`src/rtl/countdown_timer.sv`:
```
// Countdown timer with IDLE/RUN/DONE control, registered outputs and expiry tick.
// Optional periodic reload on expiry when COUNTDOWN_RELOAD_EN is defined.
module countdown_timer #(
  parameter int WIDTH = 5
) (
  input  logic             clk,
  input  logic             clr,
  input  logic             load,
  input  logic [WIDTH-1:0] load_val,
  input  logic             start,
  input  logic             pause,
  input  logic             ack,
  output logic [WIDTH-1:0] count,
  output logic             busy,
  output logic             done,
  output logic             tick,
  output logic [1:0]       state_dbg,
  output logic [WIDTH-1:0] reload_dbg
);

  typedef enum logic [1:0] {
    S_IDLE = 2'd0,
    S_RUN  = 2'd1,
    S_DONE = 2'd2
  } state_t;

  state_t           state, state_nxt;
  logic [WIDTH-1:0] count_nxt;
  logic [WIDTH-1:0] reload, reload_nxt;
  logic             tick_nxt;
  logic [WIDTH-1:0] start_val;

  // Value the countdown would begin from if start is taken this cycle.
  assign start_val = load ? load_val : count;

  always_comb begin
    state_nxt  = state;
    count_nxt  = count;
    reload_nxt = reload;
    tick_nxt   = 1'b0;
    case (state)
      S_IDLE: begin
        if (load) begin
          count_nxt  = load_val;
          reload_nxt = load_val;
        end
        if (start) begin
          if (start_val != '0) begin
            state_nxt = S_RUN;
          end else begin
            state_nxt = S_DONE;
            tick_nxt  = 1'b1;
          end
        end
      end
      S_RUN: begin
        if (!pause) begin
          // Expiry also catches a zero count so the counter can never wrap.
          if (count <= WIDTH'(1)) begin
            tick_nxt = 1'b1;
`ifdef COUNTDOWN_RELOAD_EN
            if (reload != '0) begin
              count_nxt = reload;
            end else begin
              count_nxt = '0;
              state_nxt = S_DONE;
            end
`else
            count_nxt = '0;
            state_nxt = S_DONE;
`endif
          end else begin
            count_nxt = count - WIDTH'(1);
          end
        end
      end
      S_DONE: begin
        count_nxt = '0;
        if (ack) begin
          state_nxt = S_IDLE;
        end
      end
      default: begin
        state_nxt = S_IDLE;
        count_nxt = '0;
      end
    endcase
  end

  always_ff @(posedge clk) begin
    if (clr) begin
      state  <= S_IDLE;
      count  <= '0;
      reload <= '0;
      busy   <= 1'b0;
      done   <= 1'b0;
      tick   <= 1'b0;
    end else begin
      state  <= state_nxt;
      count  <= count_nxt;
      reload <= reload_nxt;
      busy   <= (state_nxt == S_RUN);
      done   <= (state_nxt == S_DONE);
      tick   <= tick_nxt;
    end
  end

  assign state_dbg  = state;
  assign reload_dbg = reload;

endmodule
```
`config.mk`:
```
export PLATFORM = sky130hd
export DESIGN_NAME = countdown_timer
export DESIGN_NICKNAME = d
export VERILOG_FILES = /design/src/rtl/countdown_timer.sv
export SDC_FILE = /design/constraint.sdc
export NUM_CORES = 1
export LEC_CHECK = 0
export ABC_AREA = 1
export BUFFER_PORTS_ARGS = -buffer_cell sky130_fd_sc_hd__buf_2
export CAP_MARGIN = 15
export CORE_UTILIZATION = 45
export DETAILED_ROUTE_END_ITERATION = 12
export PLACE_DENSITY_LB_ADDON = 0.3
export SLEW_MARGIN = 10
export SYNTH_ARGS = -nofsm -noshare
export SYNTH_HDL_FRONTEND = slang
export SYNTH_SLANG_ARGS = --single-unit
```
`constraint.sdc`:
```
create_clock -name clk -period 2.98 [get_ports clk]
set_input_delay 0.298 -clock clk [delete_from_list [all_inputs] [get_ports clk]]
set_output_delay 0.298 -clock clk [all_outputs]
set_load 0.01 [all_outputs]
```
[Word level (Yosys, flattened, before mapping)]
Index checks and enable logic that the tools add are counted.
W data, S select, Z words.
Word-level totals
  flip-flop bits (word level): 15
  input port bits: 11
  output and inout port bits: 15
  logic and storage cells: 31
Cells by class
  $add $sub $neg: 1
  order comparisons: 1
  eq/ne operators: 5
  mux-type cells: 15
  reductions and logical operators: 3
Operators by type and width (number)
  $mux W5: 3
  $mux W2: 5
  $pmux W5 S2: 1
  $pmux W2 S3: 1
  $le A5 B1 Y1 const B: 1
  $reduce_bool A5 Y1: 1
  $sub A5 B1 Y5 const B: 1
  $eq A2 B1 Y1 const B: 2
  $eq A2 B2 Y1 const B: 2
  $mux W1: 4
  $logic_not A2 Y1: 1
  $ne A2 B2 Y1 const B: 1
  $pmux W1 S2: 1
  $reduce_and A2 Y1: 1

[Longest topological paths before layout]
  word-level depth: 6
  gate-level depth with buffers: 7
  mapped depth without buffers: 7

[Least setup slack after synthesis]
OpenSTA, ideal clock, no wires.
  path kind: register to register
  start point: register count[1]
  end point: register busy
  library setup time: 0.070 ns
  arrival time: 1.178 ns
  slack: 1.732 ns
  cell stages (with the launch flop): 7
  path buffers: 0
  clock period less this slack: 1.248 ns
  cell sequence: dfxtp_1 inv_1 ha_1 o21bai_1 nand2_1 o21ai_1 a21oi_1
Between the ends
  longest elaborated chain between the ends: 6
  elaborated cells between the ends (all ways): 9
  classes of those cells: order compare (1); eq/ne (1); mux (6); reduce/logical (1)
Ends and longest elaborated chain
  start, declared: RTL line 13  | output logic [WIDTH-1:0] count,
  start signal, assigned: RTL line 100  | count <= count_nxt;
  parallel branches: the longest is 4 deep, another holds $le A5 B1 Y1
  $pmux W2 S3 (*): RTL line 41  | case (state)
  $eq A2 B1 Y1 (*): RTL line 102  | busy <= (state_nxt == S_RUN);
  end signal, assigned: RTL line 102
  end, declared: RTL line 14  | output logic busy,
Mark *: on every way between the ends.
A chain may end at the register's enable or synchronous reset.

[Final worst setup path]
  start point: register state[0] (netlist: state_dbg[0])
  end point: register tick
Between the ends
  longest elaborated chain between the ends: 2
  elaborated cells between the ends (all ways): 3
  classes of those cells: eq/ne (1); mux (1); reduce/logical (1)
Ends and longest elaborated chain
  start, declared: RTL line 27  | state_t state, state_nxt;
  start signal, assigned: RTL line 99  | state <= state_nxt;
  $eq A2 B1 Y1 / $logic_not A2 Y1 (equally long branches): RTL line 41
  $pmux W1 S2 (*): RTL line 41
  end signal, assigned: RTL line 104  | tick <= tick_nxt;
  end, declared: RTL line 16  | output logic tick,
Mark *: on every way between the ends. The rest lies on a longest branch, timed or not.

==> impl_metrics.env <==
export IMPL_post_route_util_pct=57.5
export IMPL_critical_path_class="reg2reg"
export IMPL_cts_repair_timing_setup_buffer_count=0
export IMPL_synth_seq_cells=15
export IMPL_hold_violations=0
export IMPL_timing_critical_path_arrival_ps=1740
export IMPL_netlist_cell_type_count=25
export IMPL_fill_cells=168
export IMPL_pin_count_of_the_biggest_net_entering_global_routing=13
export IMPL_vias_per_cell=5.16
export IMPL_initial_utilization_pct=48.2
export IMPL_dpl_hpwl_um=1390
export IMPL_cts_hold_fix_buffers=0
export IMPL_die_h_um=45.2
export IMPL_grt_pass1_vias=717
export IMPL_numPortBuffers=25
export IMPL_total_die_area_um2=2050
export IMPL_power_density_nw_per_um2=584
export IMPL_leakagePower_nw=0.482
export IMPL_cp_max_fo=11
export IMPL_final_setup_tns_ps=0
export IMPL_period_minus_slack_ps=1520
export IMPL_drt_drc_violations_left=0
export IMPL_clock_sink_count=15
export IMPL_synth_cell_area_um2=841
export IMPL_clkSlewWorstSetupHoldPaths_ps=90
export IMPL_layout_nets=153
export IMPL_detail_route_first_pass_iterations=4
export IMPL_cts_buffers=3
export IMPL_vdd_ir_drop_max_uv=418
export IMPL_finalMaxSlewViolations=0
export IMPL_finClkSkew_ps=5.36
export IMPL_vias=847
export IMPL_gp_congestion=0.852
export IMPL_insertion_delay_ps=280
export IMPL_post_route_cells_drive_above_1_share_pct=34.5
export IMPL_outcome="finished, final reports clean"
export IMPL_seq_area_frac_synth_pct=35.7
export IMPL_timing_slew_headroom_pct=56.6
export IMPL_grt_setup_unrepaired="no"
export IMPL_wire_length_of_the_first_global_routing_pass_um=3040
export IMPL_kind_of_path_behind_the_tightest_hold_check="in2reg"
export IMPL_total_routing_resource_utilization_after_global_routing_pct=20.4
export IMPL_top_library_cells_by_usage_in_the_layout_fill_and_taps_aside="sky130_fd_sc_hd__buf_2 (25), sky130_fd_sc_hd__a21oi_1 (19), sky130_fd_sc_hd__nand2_1 (16)"
export IMPL_clock_tree_buffer_depth=2
export IMPL_post_route_period_util_pct=51.0
export IMPL_standard_cell_core_area_um2=1750
export IMPL_mapped_avg_cell_area_um2=7.44
export IMPL_critical_path_startpoint_type="flop"
export IMPL_n_antenna_cell=0
export IMPL_synth_fp_nets=126
export IMPL_antenna_violating_nets_post_route=0
export IMPL_final_common_cell="sky130_fd_sc_hd__buf_2"
export IMPL_clock_tree_from_tritoncts="yes"
export IMPL_drt_wirelength_per_cell_um=10.7
export IMPL_worst_setup_path_end_kind="flop"
export IMPL_dr_iter_0_viols=22
export IMPL_clock_fmax_mhz=658
export IMPL_grt_overflow=0
export IMPL_postCtsResizedCells=0
export IMPL_postRouteWirelength_um=1750
export IMPL_ioPinCount=26
export IMPL_cts_root_buffer_cell="sky130_fd_sc_hd__clkbuf_4"
export IMPL_tightestPinTransition_ps=648
export IMPL_ctsHtreeMaxLevel=1
export IMPL_antenna_found_initial=0
export IMPL_syn_instance_count=113
export IMPL_finalSetupViolCount=0
export IMPL_synth_warn=0
export IMPL_critical_path_required_time_ps=3200
export IMPL_syn_to_final_growth_pct=19.3
export IMPL_rows=15
export IMPL_fp_dieW_um=45.2
export IMPL_max_cap_violations=0
[cells by family after synthesis]
group                    share of synthesized area (%)
adder cells (fa/ha/maj)                           2.98
AND/OR/NAND/NOR                                   34.2
AO/OA/AOI/OAI                                     17.9
buffers and inverters                             8.18
XOR/XNOR                                          1.04
flip-flops                                        35.7
[power breakdown]
group | leakage (nW) | internal (mW) | switching [mW]
sequential | 0.123 | 0.227 | 0.0238
combinational | 0.344 | 0.0815 | 0.136
clock | 0.0150 | 0.0520 | 0.0667
total | 0.482 | 0.360 | 0.226
[cells in the mapped netlist (all sizes together)]
cell,count,area (um2)
xor2,1,8.76
nand4,5,37.5
dfxtp,15,300
o21ai,8,47.5
a21oi,19,95.1
nor2,8,47.6
nand3,11,60.1
ha,2,25.0
or3,1,6.26
inv,13,48.8
nor3,1,10.0
buf,2,16.3
o21bai,1,7.51
nand2,25,126
clkbuf,1,3.75
[path summary, 6_finish.rpt]
check	slack, ps	cells past startpoint	startpoint	endpoint
hold / removal	300	3	load_val[3]	reload_dbg[3]
setup reg to reg	1460	5	state_dbg[0]	tick
setup / recovery	1460	5	state_dbg[0]	tick
hold reg to reg	470	2	reload_dbg[0]	reload_dbg[0]
[metal layers]
| metal | global-route usage (%) | part of all wire, % | wire length, um |
|---|---|---|---|
| met3 | 4.00 | 6.1 | 107 |
| met5 | 0 | 0 | 0 |
| met4 | 9.09 | 2.1 | 36 |
| met2 | 29.9 | 44 | 769 |
| met1 | 29.0 | 48 | 838 |
[flip-flops by register name, indices dropped and copies added, names as in the netlist]
signal / flops
done: 1
reload_dbg: 5
count: 5
busy: 1
tick: 1
state_dbg: 2
[layout make-up]
cell class                      count  area (um2)  area share (%)
Multi-Input combinational cell     82         472            47.0
Sequential cell                    15         300            29.9
Timing Repair Buffer               25         125            12.5
Inverter                           13        48.8            4.86
Tap cell                           25        31.3            3.12
Clock buffer                        4        26.3            2.62
[worst max-delay path, stage by stage, from the launching register on]
cell and delay, ps:
sky130_fd_sc_hd__dfxtp_1 340, sky130_fd_sc_hd__nor2_1 520, sky130_fd_sc_hd__inv_1 160, sky130_fd_sc_hd__nor2_2 160, sky130_fd_sc_hd__nand4_2 140, sky130_fd_sc_hd__a21oi_1 140
[stage by stage]
step           area (um2)  hold slack [ps]  setup WS, ps  total power [mW]  instances
6_report             1000              302          1460             0.586        164
3_3_place_gp          977              449          1560             0.469        160
2_1_floorplan         841              463          1730             0.413        113
4_1_cts              1000              302          1440             0.588        164
3_5_place_dp          977              453          1470             0.472        160
5_1_grt              1000              306          1270             0.630        164
(Power assumes the default switching activity.)
